===== config.mk =====
export PLATFORM = sky130hd
export DESIGN_NAME = wide_add_sequencer
export DESIGN_NICKNAME = d
export VERILOG_FILES = /design/src/rtl/wide_add_sequencer.sv
export SDC_FILE = /design/constraint.sdc
export NUM_CORES = 1
export LEC_CHECK = 0
export ABC_AREA = 1
export BUFFER_PORTS_ARGS = -buffer_cell sky130_fd_sc_hd__buf_2
export CORE_MARGIN = 1.5
export CORE_UTILIZATION = 47
export DETAILED_ROUTE_END_ITERATION = 10
export GPL_TIMING_DRIVEN = 0
export MAX_ROUTING_LAYER = met4
export PLACE_DENSITY = 0.74
export SLEW_MARGIN = 10
export SYNTH_ARGS = -nofsm -noshare
export SYNTH_HDL_FRONTEND = slang
export SYNTH_SLANG_ARGS = --single-unit
export TNS_END_PERCENT = 1

===== constraint.sdc =====
create_clock -name clk -period 1.74 [get_ports clk]
set_input_delay 0.261 -clock clk [delete_from_list [all_inputs] [get_ports clk]]
set_output_delay 0.261 -clock clk [all_outputs]
set_load 0.1 [all_outputs]

===== src/rtl/wide_add_sequencer.sv =====
// wide_add_sequencer: adds two W-bit operands one N-bit chunk per cycle through an external full adder
module wide_add_sequencer #(
   parameter int N      = 16,
   parameter int CHUNKS = 4
) (
   input  logic                clk,
   input  logic                rst_n,
   input  logic                in_valid,
   output logic                in_ready,
   input  logic [N*CHUNKS-1:0] in_a,
   input  logic [N*CHUNKS-1:0] in_b,
   input  logic                in_cin,
   output logic                out_valid,
   input  logic                out_ready,
   output logic [N*CHUNKS-1:0] out_sum,
   output logic                out_cout,
   output logic                busy,
   output logic [N-1:0]        add_a,
   output logic [N-1:0]        add_b,
   output logic                add_cin,
   input  logic [N-1:0]        add_sum,
   input  logic                add_cout
);
   localparam int W  = N * CHUNKS;
   localparam int IW = (CHUNKS > 1) ? $clog2(CHUNKS) : 1;
   localparam logic [IW-1:0] LAST = IW'(CHUNKS - 1);

   typedef enum logic [1:0] {IDLE, RUN, DONE} state_t;

   state_t        state, state_nx;
   logic [IW-1:0] idx;
   logic          carry;
   logic [W-1:0]  a_r, b_r;
   logic [31:0]   base;
   logic          last;

   assign base = 32'(idx) * 32'(N);
   assign last = (idx == LAST);

   // state register
   always_ff @(posedge clk) begin
      if (!rst_n) state <= IDLE;
      else        state <= state_nx;
   end

   // next state, handshake flags and adder drive (adder sees zeros outside RUN)
   always_comb begin
      state_nx = state;
      in_ready = 1'b0;
      busy     = 1'b0;
      add_a    = '0;
      add_b    = '0;
      add_cin  = 1'b0;
      case (state)
         IDLE: begin
            in_ready = 1'b1;
            if (in_valid) state_nx = RUN;
         end
         RUN: begin
            busy    = 1'b1;
            add_a   = a_r[base +: N];
            add_b   = b_r[base +: N];
            add_cin = carry;
            if (last) state_nx = DONE;
         end
         DONE: begin
            busy = 1'b1;
            if (out_ready) state_nx = IDLE;
         end
         default: state_nx = IDLE;
      endcase
   end

   // operand capture, chunk sum collection and carry chaining
   always_ff @(posedge clk) begin
      if (!rst_n) begin
         idx       <= '0;
         carry     <= 1'b0;
         a_r       <= '0;
         b_r       <= '0;
         out_sum   <= '0;
         out_cout  <= 1'b0;
         out_valid <= 1'b0;
      end else begin
         case (state)
            IDLE: if (in_valid) begin
               a_r     <= in_a;
               b_r     <= in_b;
               carry   <= in_cin;
               idx     <= '0;
               out_sum <= '0;
            end
            RUN: begin
               out_sum[base +: N] <= add_sum;
               carry              <= add_cout;
               idx                <= last ? '0 : idx + 1'b1;
               if (last) begin
                  out_cout  <= add_cout;
                  out_valid <= 1'b1;
               end
            end
            DONE: if (out_ready) out_valid <= 1'b0;
            default: ;
         endcase
      end
   end
endmodule


==> run metrics, run 1 <==
die area between 15000 and 20000 sq um; filler instances 1692; most common cell after layout, fill and taps aside nor2_1; outcome complete, but fails checks; Flop pwr share 0.265; crit share post-route 1.26; Register-to-Register Path Depth 11; failing checks setup timing; Max Slew Vio Count 0; met1 usage 0.368; Chip Height 141 um; XOR/XNOR Fraction of Synth Area 0; Initial Util 0.479; nature of the critical path endpoint output port; CTS root buf clkbuf_16; Max stage delay cell, worst path dfxtp_4; sw frac 0.523; Register Area about 4000 sq um; met3 Use GR 0.0462; Setup Skew approximately 12 ps; Cell Chain, Critical Path buf_6 -> clkinvlp_4 -> buf_6 -> nor2_1 -> o21ai_2 -> a21oi_4 -> buf_12; Hold WC Path Type input pin to flip-flop; layout cell share with drive strength beyond 1 0.257; Switch Pwr 12.9 mW; Placeable Area 18800 sq um; footprint of the multi-input gates between 4000 and 5000 sq um; first-pass GRT wire length 43900 um; pin count of the biggest net entering global routing 18; Unique masters post-synth 22; Setup CP Type flip-flop to output port; Area growth syn-to-layout 37.9%; crit-path max FO 10; H-tree depth 4; fin cells 1907; Startpoint Class flip-flop; CTS Hold Buffers Added 0; Syn Inst Count 1387; Die W 141 um; internal reg-to-reg setup slack -250 ps; busiest grt layer met2; remaining antenna violation count 0; DRC viols 0; DP HPWL about 21000 um; clk_lat worst skew 440 ps; CP Launch Point idx[1]; LEAKAGE ~5.6 nW; pwr/cell area 1990 nW/um^2; GPL Wtd Cong 0.893; maxcap violations 0; CP required 1480 ps; RR Startpoint idx[1]; post-route total power 24.7 mW; drt first pass iters 5; mux cell area share after synthesis 0; mean routed wirelength per cell 14.9 um; Compound-Gate Fraction of Synth Area 0.136; total number of vias 9448; largest family of logic cells by synthesized area simple AND/OR/NAND/NOR gates; detailed-route vias per instance 4.95; top cell type's share of synthesized area 0.443; simple logic cell fraction of the synthesized area 0.327; Max-slew headroom 0.647; Synth Net Count between 1.5k and 2k; Final setup viols 87; met2 global-route usage 0.479; Port Buf Inserts 249; worst setup path end add_b[3]; commonest cells after routing, fill and taps aside nor2_1 (549), buf_2 (240), dfxtp_1 (197); Internal about 12 mW; initial antenna violation count 3; # IOs 251; Tmin final 2190 ps; Post-Syn Area per Cell 6.49 sq um; Clk pin slew, worst setup/hold paths 80 ps; CTS tree yes; cell row count 50; vias in the first global route just under 9k; RSZ-0062 raised after global routing true; final worst setup slack -452 ps; cell count after placement 1870; register area share after synthesis 0.443; Peak VDD IR 1.06 mV; capturing point of the worst reg2reg path out_sum[19]; final hold violations 0; Peak Freq 456 MHz; Yosys reg bits 199; Warnings, synthesis 0; Worst Tran Pin Value 529 ps; adder-cell area share of the yosys netlist 0.0125; clk sinks between 150 and 200; GRT overflow 0; most frequent CP cell buf_6; post-synth top area cell dfxtp_1; Layout Nets 1816; CP max stage delay 370 ps; Comb power frac 0.561; GRT Util Overall 0.292; Crit path arrival time 1930 ps; clock share of power 0.174; final WL 28500 um; First DRT Iteration DRCs 536; Cell Area, Synth 9000 sq um; CTS Buf Count 17; top cells by area, synth dfxtp_1 (44%), nor2_1 (23%), o21ai_0 (11%); Clock Tree Buf Depth 2
==> stage by stage <==
step	hold WS (ps)	utilization	setup TNS [ps]	setup WS [ps]	area (sq um)
after global routing	71.1	0.661	-27130	-546	12400
after detailed placement	430	0.585	-32670	-537	11000
after global placement	430	0.585	-31620	-520	11000
final	69.5	0.661	-17370	-452	12400
after CTS	61.6	0.653	-18030	-406	12300
after floorplan	406	-	-2660	-52.7	9440
==> worst min-delay path by stage <==
stage                 from          end  slack (ps)  cells after the start
6_report          in_a[22]      a_r[22]          70                      3
5_1_grt           in_a[22]      a_r[22]          70                      3
4_1_cts           in_b[59]      b_r[59]          60                      3
3_5_place_dp     out_valid    out_valid         430                      2
3_3_place_gp     out_valid    out_valid         430                      2
2_1_floorplan  add_sum[10]  out_sum[10]         410                      2
==> registers in the layout, summed over array words and instances (netlist names) <==
| name | flops |
|---|---|
| out_sum | 64 |
| out_cout | 1 |
| b_r | 64 |
| a_r | 64 |
| carry | 1 |
| state | 2 |
| idx | 2 |
| out_valid | 1 |
==> repair_timing <==
| item | CTS | global route |
|---|---|---|
| endpoints found under the hold margin | 0 | 0 |
| gates cloned | 0 | 0 |
| buffers inserted | 0 | 2 |
| resized for setup | 213 | 52 |
| pin swaps | 4 | 5 |
| endpoints found under the setup margin | 118 | 189 |
==> Yosys cell counts <==
cell type / count
a21oi_1: 50
nand4_4: 1
clkbuf_1: 40
inv_2: 2
clkbuf_2: 1
nand2_1: 166
nor2_1: 557
buf_1: 8
nand3_2: 2
nor2_2: 1
dfxtp_1: 199
o21ai_1: 3
nand2_2: 2
inv_1: 82
buf_4: 3
nand4_1: 1
nand3_1: 23
ha_1: 9
nand3_4: 2
o21ai_0: 192
buf_2: 42
nand2_4: 1
==> power by group through the flow <==
stage / Sequential [mW] / Combinational, mW / Clock [mW]
3_3_place_gp: 6.54 / 12.7 / 0
5_1_grt: 6.65 / 14.8 / 4.52
3_5_place_dp: 6.58 / 12.9 / 0
4_1_cts: 6.50 / 13.6 / 4.34
2_1_floorplan: 10.7 / 6.30 / 0
6_report: 6.53 / 13.9 / 4.30
==> logic make-up after synthesis <==
logic type,Yosys count
AOI/OAI and AO/OA,245
DFF,199
and+or+nand+nor,756
buffers and inverters,178
adders and majority gates,9
==> per-layer routing <==
metal,share of wire,vias up
li1,-,4853
met4,0.025,0
met2,0.48,324
met3,0.060,50
met5,0,-
met1,0.44,4221
==> cell type report <==
| cell class | count | area share |
|---|---|---|
| Antenna cell | 3 | 0.000605 |
| Buffer | 94 | 0.0504 |
| Clock buffer | 20 | 0.0368 |
| Clock inverter | 12 | 0.0149 |
| Inverter | 84 | 0.0261 |
| Multi-Input combinational cell | 1010 | 0.383 |
| Sequential cell | 199 | 0.322 |
| Tap cell | 234 | 0.0236 |
| Timing Repair Buffer | 251 | 0.143 |
==> critical path: cells and delay by family, from the launching register on <==
kind / cells / cell delay (ps)
AOI/OAI and AO/OA: 2 / 320
DFF: 1 / 370
buffers and inverters: 4 / 670
and+or+nand+nor: 1 / 130
(Power assumes the default switching activity.)
==> inputs of run 2 (changes only) <==
--- a/config.mk
+++ b/config.mk
@@ -7,13 +7,13 @@
 export LEC_CHECK = 0
 export ABC_AREA = 1
 export BUFFER_PORTS_ARGS = -buffer_cell sky130_fd_sc_hd__buf_2
-export CORE_MARGIN = 1.5
+export CORE_MARGIN = 3
 export CORE_UTILIZATION = 47
 export DETAILED_ROUTE_END_ITERATION = 10
 export GPL_TIMING_DRIVEN = 0
 export MAX_ROUTING_LAYER = met4
 export PLACE_DENSITY = 0.74
-export SLEW_MARGIN = 10
+export SLEW_MARGIN = 15
 export SYNTH_ARGS = -nofsm -noshare
 export SYNTH_HDL_FRONTEND = slang
 export SYNTH_SLANG_ARGS = --single-unit
==> run metrics, run 2 (synthesis gave the netlist of run 1 again) <==
Peak Freq 474 MHz; GRT overflow 0; Initial Util 0.489; final WL 30300 um; H-tree depth 4; Flop pwr share 0.259; RSZ-0062 raised after global routing true; pin count of the biggest net entering global routing 17; Port Buf Inserts 249; Setup Skew 7.66 ps; total number of vias 9710; cell row count ~50; CTS Buf Count 17; outcome complete, but fails checks; vias in the first global route 9294; clk sinks 199; CTS root buf clkbuf_16; detailed-route vias per instance ~5.1; pwr/cell area 1950 nW/um^2; Internal 12.1 mW; First DRT Iteration DRCs approximately 650; Startpoint Class flip-flop; critical path's top delay family buffers and inverters; met2 WL 14300 um; crit share post-route 1.21; Hold WC Path Type input pin to flip-flop; GPL Wtd Cong 0.917; hold slack between 70 and 80 ps; initial antenna violation count 4; sw frac 0.524; final worst setup slack -369 ps; CTS Hold Buffers Added 0; die area about 21000 sq um; Max Slew Vio Count 0; final core utilization 0.712; Cell Chain, Critical Path clkbuf_16 -> clkbuf_16 -> nor2_2 -> nor2_2 -> o21ai_2 -> a21oi_4 -> buf_12; Worst Tran Pin Value around 630 ps; failing checks setup timing; nature of the critical path endpoint output port; GRT Util Overall 0.293; maxcap violations 0; Crit path arrival time 1850 ps; remaining antenna violation count 0; met3 wire length 2050 um; DRC viols 0; Area growth syn-to-layout 45.6%; crit-path max FO 5; CP required 1480 ps; commonest cells after routing, fill and taps aside nor2_1 (502), buf_2 (230), dfxtp_1 (196); Placeable Area 18400 sq um; Critical path buffers and inverters 3; Tmin final 2110 ps; final hold violations 0; DP HPWL 21800 um; # IOs roughly 250; Clk pin slew, worst setup/hold paths 70 ps; Chip Height 144 um; Max-slew headroom 0.583; Peak VDD IR 1.19 mV; LEAKAGE 5.78 nW; post-route total power about 26 mW; Final setup viols 87; Comb power frac 0.581; clk_lat worst skew around 430 ps; Max stage delay cell, worst path dfxtp_4; top flop regs a_r x64, b_r x64, out_sum x64; Metal-1 WL ~13000 um; most common cell after layout, fill and taps aside nor2_1; CP max stage delay 410 ps; Setup CP Type flip-flop to output port; CTS tree yes; Die W 144 um; clock share of power 0.160; drt first pass iters 5; DR top layer met4; first-pass GRT wire length about 46000 um; mean routed wirelength per cell 15.8 um; layout cell share with drive strength beyond 1 0.314; Clock Tree Buf Depth 2; Layout Nets 1830; Switch Pwr ~13 mW
==> run 2: cell types whose count changed in the layout (fill, tap and decap cells not counted), sizes merged <==
cell      before  now
clkbuf        59   72
diode          3    5
buf          306  309
clkinvlp       5    2
inv           87   84
bufinv         4    2
clkinv         0    6
==> run 2: path summary, 6_finish.rpt <==
kind | from | endpoint | slack (ps) | cells after the start
worst min-delay path | in_b[6] | b_r[6] | 80 | 3
worst min register to register | b_r[24] | b_r[24] | 480 | 2
worst max-delay path | idx[0] | add_a[13] | -370 | 7
worst max register to register | idx[1] | out_sum[17] | -270 | 12
==> run 2: final cells by class <==
cell class / count / area, sq um
clock buffer: 22 / 494
fill: 1520 / 5290
inverter: 84 / 329
buffer: 93 / 767
sequential: 199 / 3990
clock inverter: 10 / 118
timing repair buffer: 266 / 1980
tap: 229 / 287
multi-input combinational: 1010 / 5120
antenna: 5 / 12.5
==> run 2: what timing repair did <==
action | CTS | global route
setup endpoints to repair | 112 | 203
cloned | 2 | 4
endpoints found under the hold margin | 0 | 0
buffers inserted | 9 | 2
gates resized for setup | 297 | 154
pin swaps | 30 | 47
==> run 2: worst reg2reg max path, delay by kind of cell (launching register included) <==
kind | cells | cell delay (ps)
fa+ha+maj | 1 | 330
buf+inv | 6 | 790
simple gates | 5 | 460
flops | 1 | 380
==> run 2: metal layers <==
layer / up-vias / global-route usage
met2: 326 / 0.478
met3: 36 / 0.0694
met1: 4454 / 0.370
met5: - / -
li1: 4894 / -
met4: 0 / 0.0663
==> run 2: metrics by stage <==
step	cell area (sq um)	TNS [ps]	cells	setup slack [ps]
6_report	13100	-17000	1918	-369
5_1_grt	13100	-26350	1917	-412
4_1_cts	12600	-16160	1907	-325
3_5_place_dp	11000	-32310	1865	-459
3_3_place_gp	11000	-30960	1865	-441
2_1_floorplan	9440	-2660	1387	-52.7
==> run 2: power groups by stage <==
| stage | registers, mW | clock network, mW | logic (mW) |
|---|---|---|---|
| global route | 6.73 | 4.30 | 15.9 |
| CTS | 6.53 | 4.11 | 14.0 |
| detailed placement | 6.59 | 0 | 12.9 |
| global placement | 6.55 | 0 | 12.7 |
| floorplan | 10.7 | 0 | 6.30 |
| finish | 6.60 | 4.08 | 14.8 |
==> inputs of run 3 (changes only) <==
--- a/config.mk
+++ b/config.mk
@@ -13,6 +13,7 @@
 export GPL_TIMING_DRIVEN = 0
 export MAX_ROUTING_LAYER = met4
 export PLACE_DENSITY = 0.74
+export SKIP_LAST_GASP = 1
 export SLEW_MARGIN = 15
 export SYNTH_ARGS = -nofsm -noshare
 export SYNTH_HDL_FRONTEND = slang
==> run metrics, run 3 (synthesis gave the netlist of run 1 again) <==
Setup CP Type flip-flop to output port; post-route total power 24.9 mW; mean routed wirelength per cell around 16 um; worst slack at placement -459 ps; Peak Freq 480 MHz; Worst Tran Pin Value between 600 and 700 ps; sw frac 0.526; Layout Nets about 1.8k; crit-path max FO 6; RR Startpoint idx[1]; layout cell share with drive strength beyond 1 0.281; hold slack ~76 ps; filler instances around 1.6k; Metal-1 WL 13000 um; outcome complete, but fails checks; Area growth syn-to-layout 41.6%; fin cells 1920; footprint of the multi-input gates 4910 sq um; Flop pwr share 0.264; met2 WL 14100 um; drt first pass iters 7; CTS Buf Count 17; DRC viols 0; Chip Height around 140 um; Clk pin slew, worst setup/hold paths ~70 ps; Switch Pwr 13.1 mW; First DRT Iteration DRCs 624; detailed-route vias per instance 5.06; Clock Tree Buf Depth 2; RSZ-0062 raised after global routing true; CTS root buf clkbuf_16; nature of the critical path endpoint output port; die area 20800 sq um; Max-slew headroom 0.553; cell count after placement 1865; top flop regs a_r x64, b_r x64, out_sum x64; final WL between 20000 and 30000 um; vias in the first global route 9145; Comb power frac 0.572; first-pass GRT wire length 45500 um; LEAKAGE 5.68 nW; capturing point of the worst reg2reg path out_sum[17]; commonest cells after routing, fill and taps aside nor2_1 (528), buf_2 (243), dfxtp_1 (197); clk_lat worst skew 430 ps; worst setup path end add_a[2]; CTS tree yes; Port Buf Inserts ~250; Hold WC Path Type input pin to flip-flop; Die W 144 um; initial antenna violation count 4; Internal 11.8 mW; CP Launch Point idx[0]; most common cell after layout, fill and taps aside nor2_1; CP required between 1000 and 1500 ps; GPL Wtd Cong 0.917; Initial Util 0.489; pwr/cell area 1950 nW/um^2; pin count of the biggest net entering global routing 17; cell row count 49; # IOs 251; Placeable Area approximately 18000 sq um; maxcap violations 0; Max Slew Vio Count 0; met3 wire length approximately 2200 um; remaining antenna violation count 0; final worst setup slack -345 ps; Peak VDD IR approximately 1.2 mV; Setup Skew 7.49 ps; GRT overflow 0; post-route cell area 12700 sq um; internal reg-to-reg setup slack -280 ps; Tmin final 2080 ps; Final setup viols 208; GRT Util Overall 0.288; CTS Hold Buffers Added 0; Crit path arrival time ~1800 ps; clock share of power 0.164; crit share post-route 1.20; Startpoint Class flip-flop; DR top layer met4; Register-to-Register Path Depth 12; total number of vias 9717; DP HPWL 21800 um; clk sinks 199; H-tree depth 4; Placed Area 11000 sq um; Register Area ~4000 sq um; final hold violations 0; failing checks setup timing
run 3: worst min path at each step:
stage / startpoint / endpoint / cells past startpoint
after detailed placement: out_valid / out_valid / 2
after global placement: out_valid / out_valid / 2
after CTS: in_a[8] / a_r[8] / 3
after floorplan: add_sum[10] / out_sum[10] / 2
final: in_a[22] / a_r[22] / 3
after global routing: in_a[1] / a_r[1] / 3
run 3: worst max-delay path, cell delays in order (launching register included):
cell       delay, ps
dfxtp_4          410
buf_12           160
clkbuf_16        140
nor2_1            40
nor2_1           110
o21ai_1          120
a21oi_4          210
buf_12           190
run 3: power by group through the flow:
stage | Sequential [mW] | Clock (mW) | Combinational, mW
global route | 6.70 | 4.29 | 15.3
floorplan | 10.7 | 0 | 6.30
CTS | 6.52 | 4.11 | 13.6
global placement | 6.55 | 0 | 12.7
detailed placement | 6.59 | 0 | 12.9
finish | 6.57 | 4.09 | 14.2
run 3: per-stage QoR:
step	utilization	TNS [ps]
after floorplan	-	-2660
after global placement	0.597	-30960
after detailed placement	0.597	-32310
after CTS	0.670	-27070
after global routing	0.693	-51930
final	0.693	-27870
run 3: timing repair:
action / CTS / global route
pin swaps: 20 / 31
resized for setup: 218 / 89
cloned: 2 / 4
buffers inserted: 9 / 5
endpoints found under the setup margin: 112 / 219
run 3: cell type report:
class                   instances  share of cell area
clock buffers                  22              0.0388
plain buffers                  93              0.0498
multi-input cells            1010               0.386
clock inverters                10             0.00923
well taps                     229              0.0225
repair buffers                269               0.155
flip-flops and latches        199               0.313
inverters                      84              0.0254
diodes                          4            0.000786
run 3: per-layer routing:
metal  vias up  global-route usage
met2       354               0.465
met1      4431               0.371
met3        33              0.0691
met4         0              0.0599
li1       4899                   -
met5         -                   -
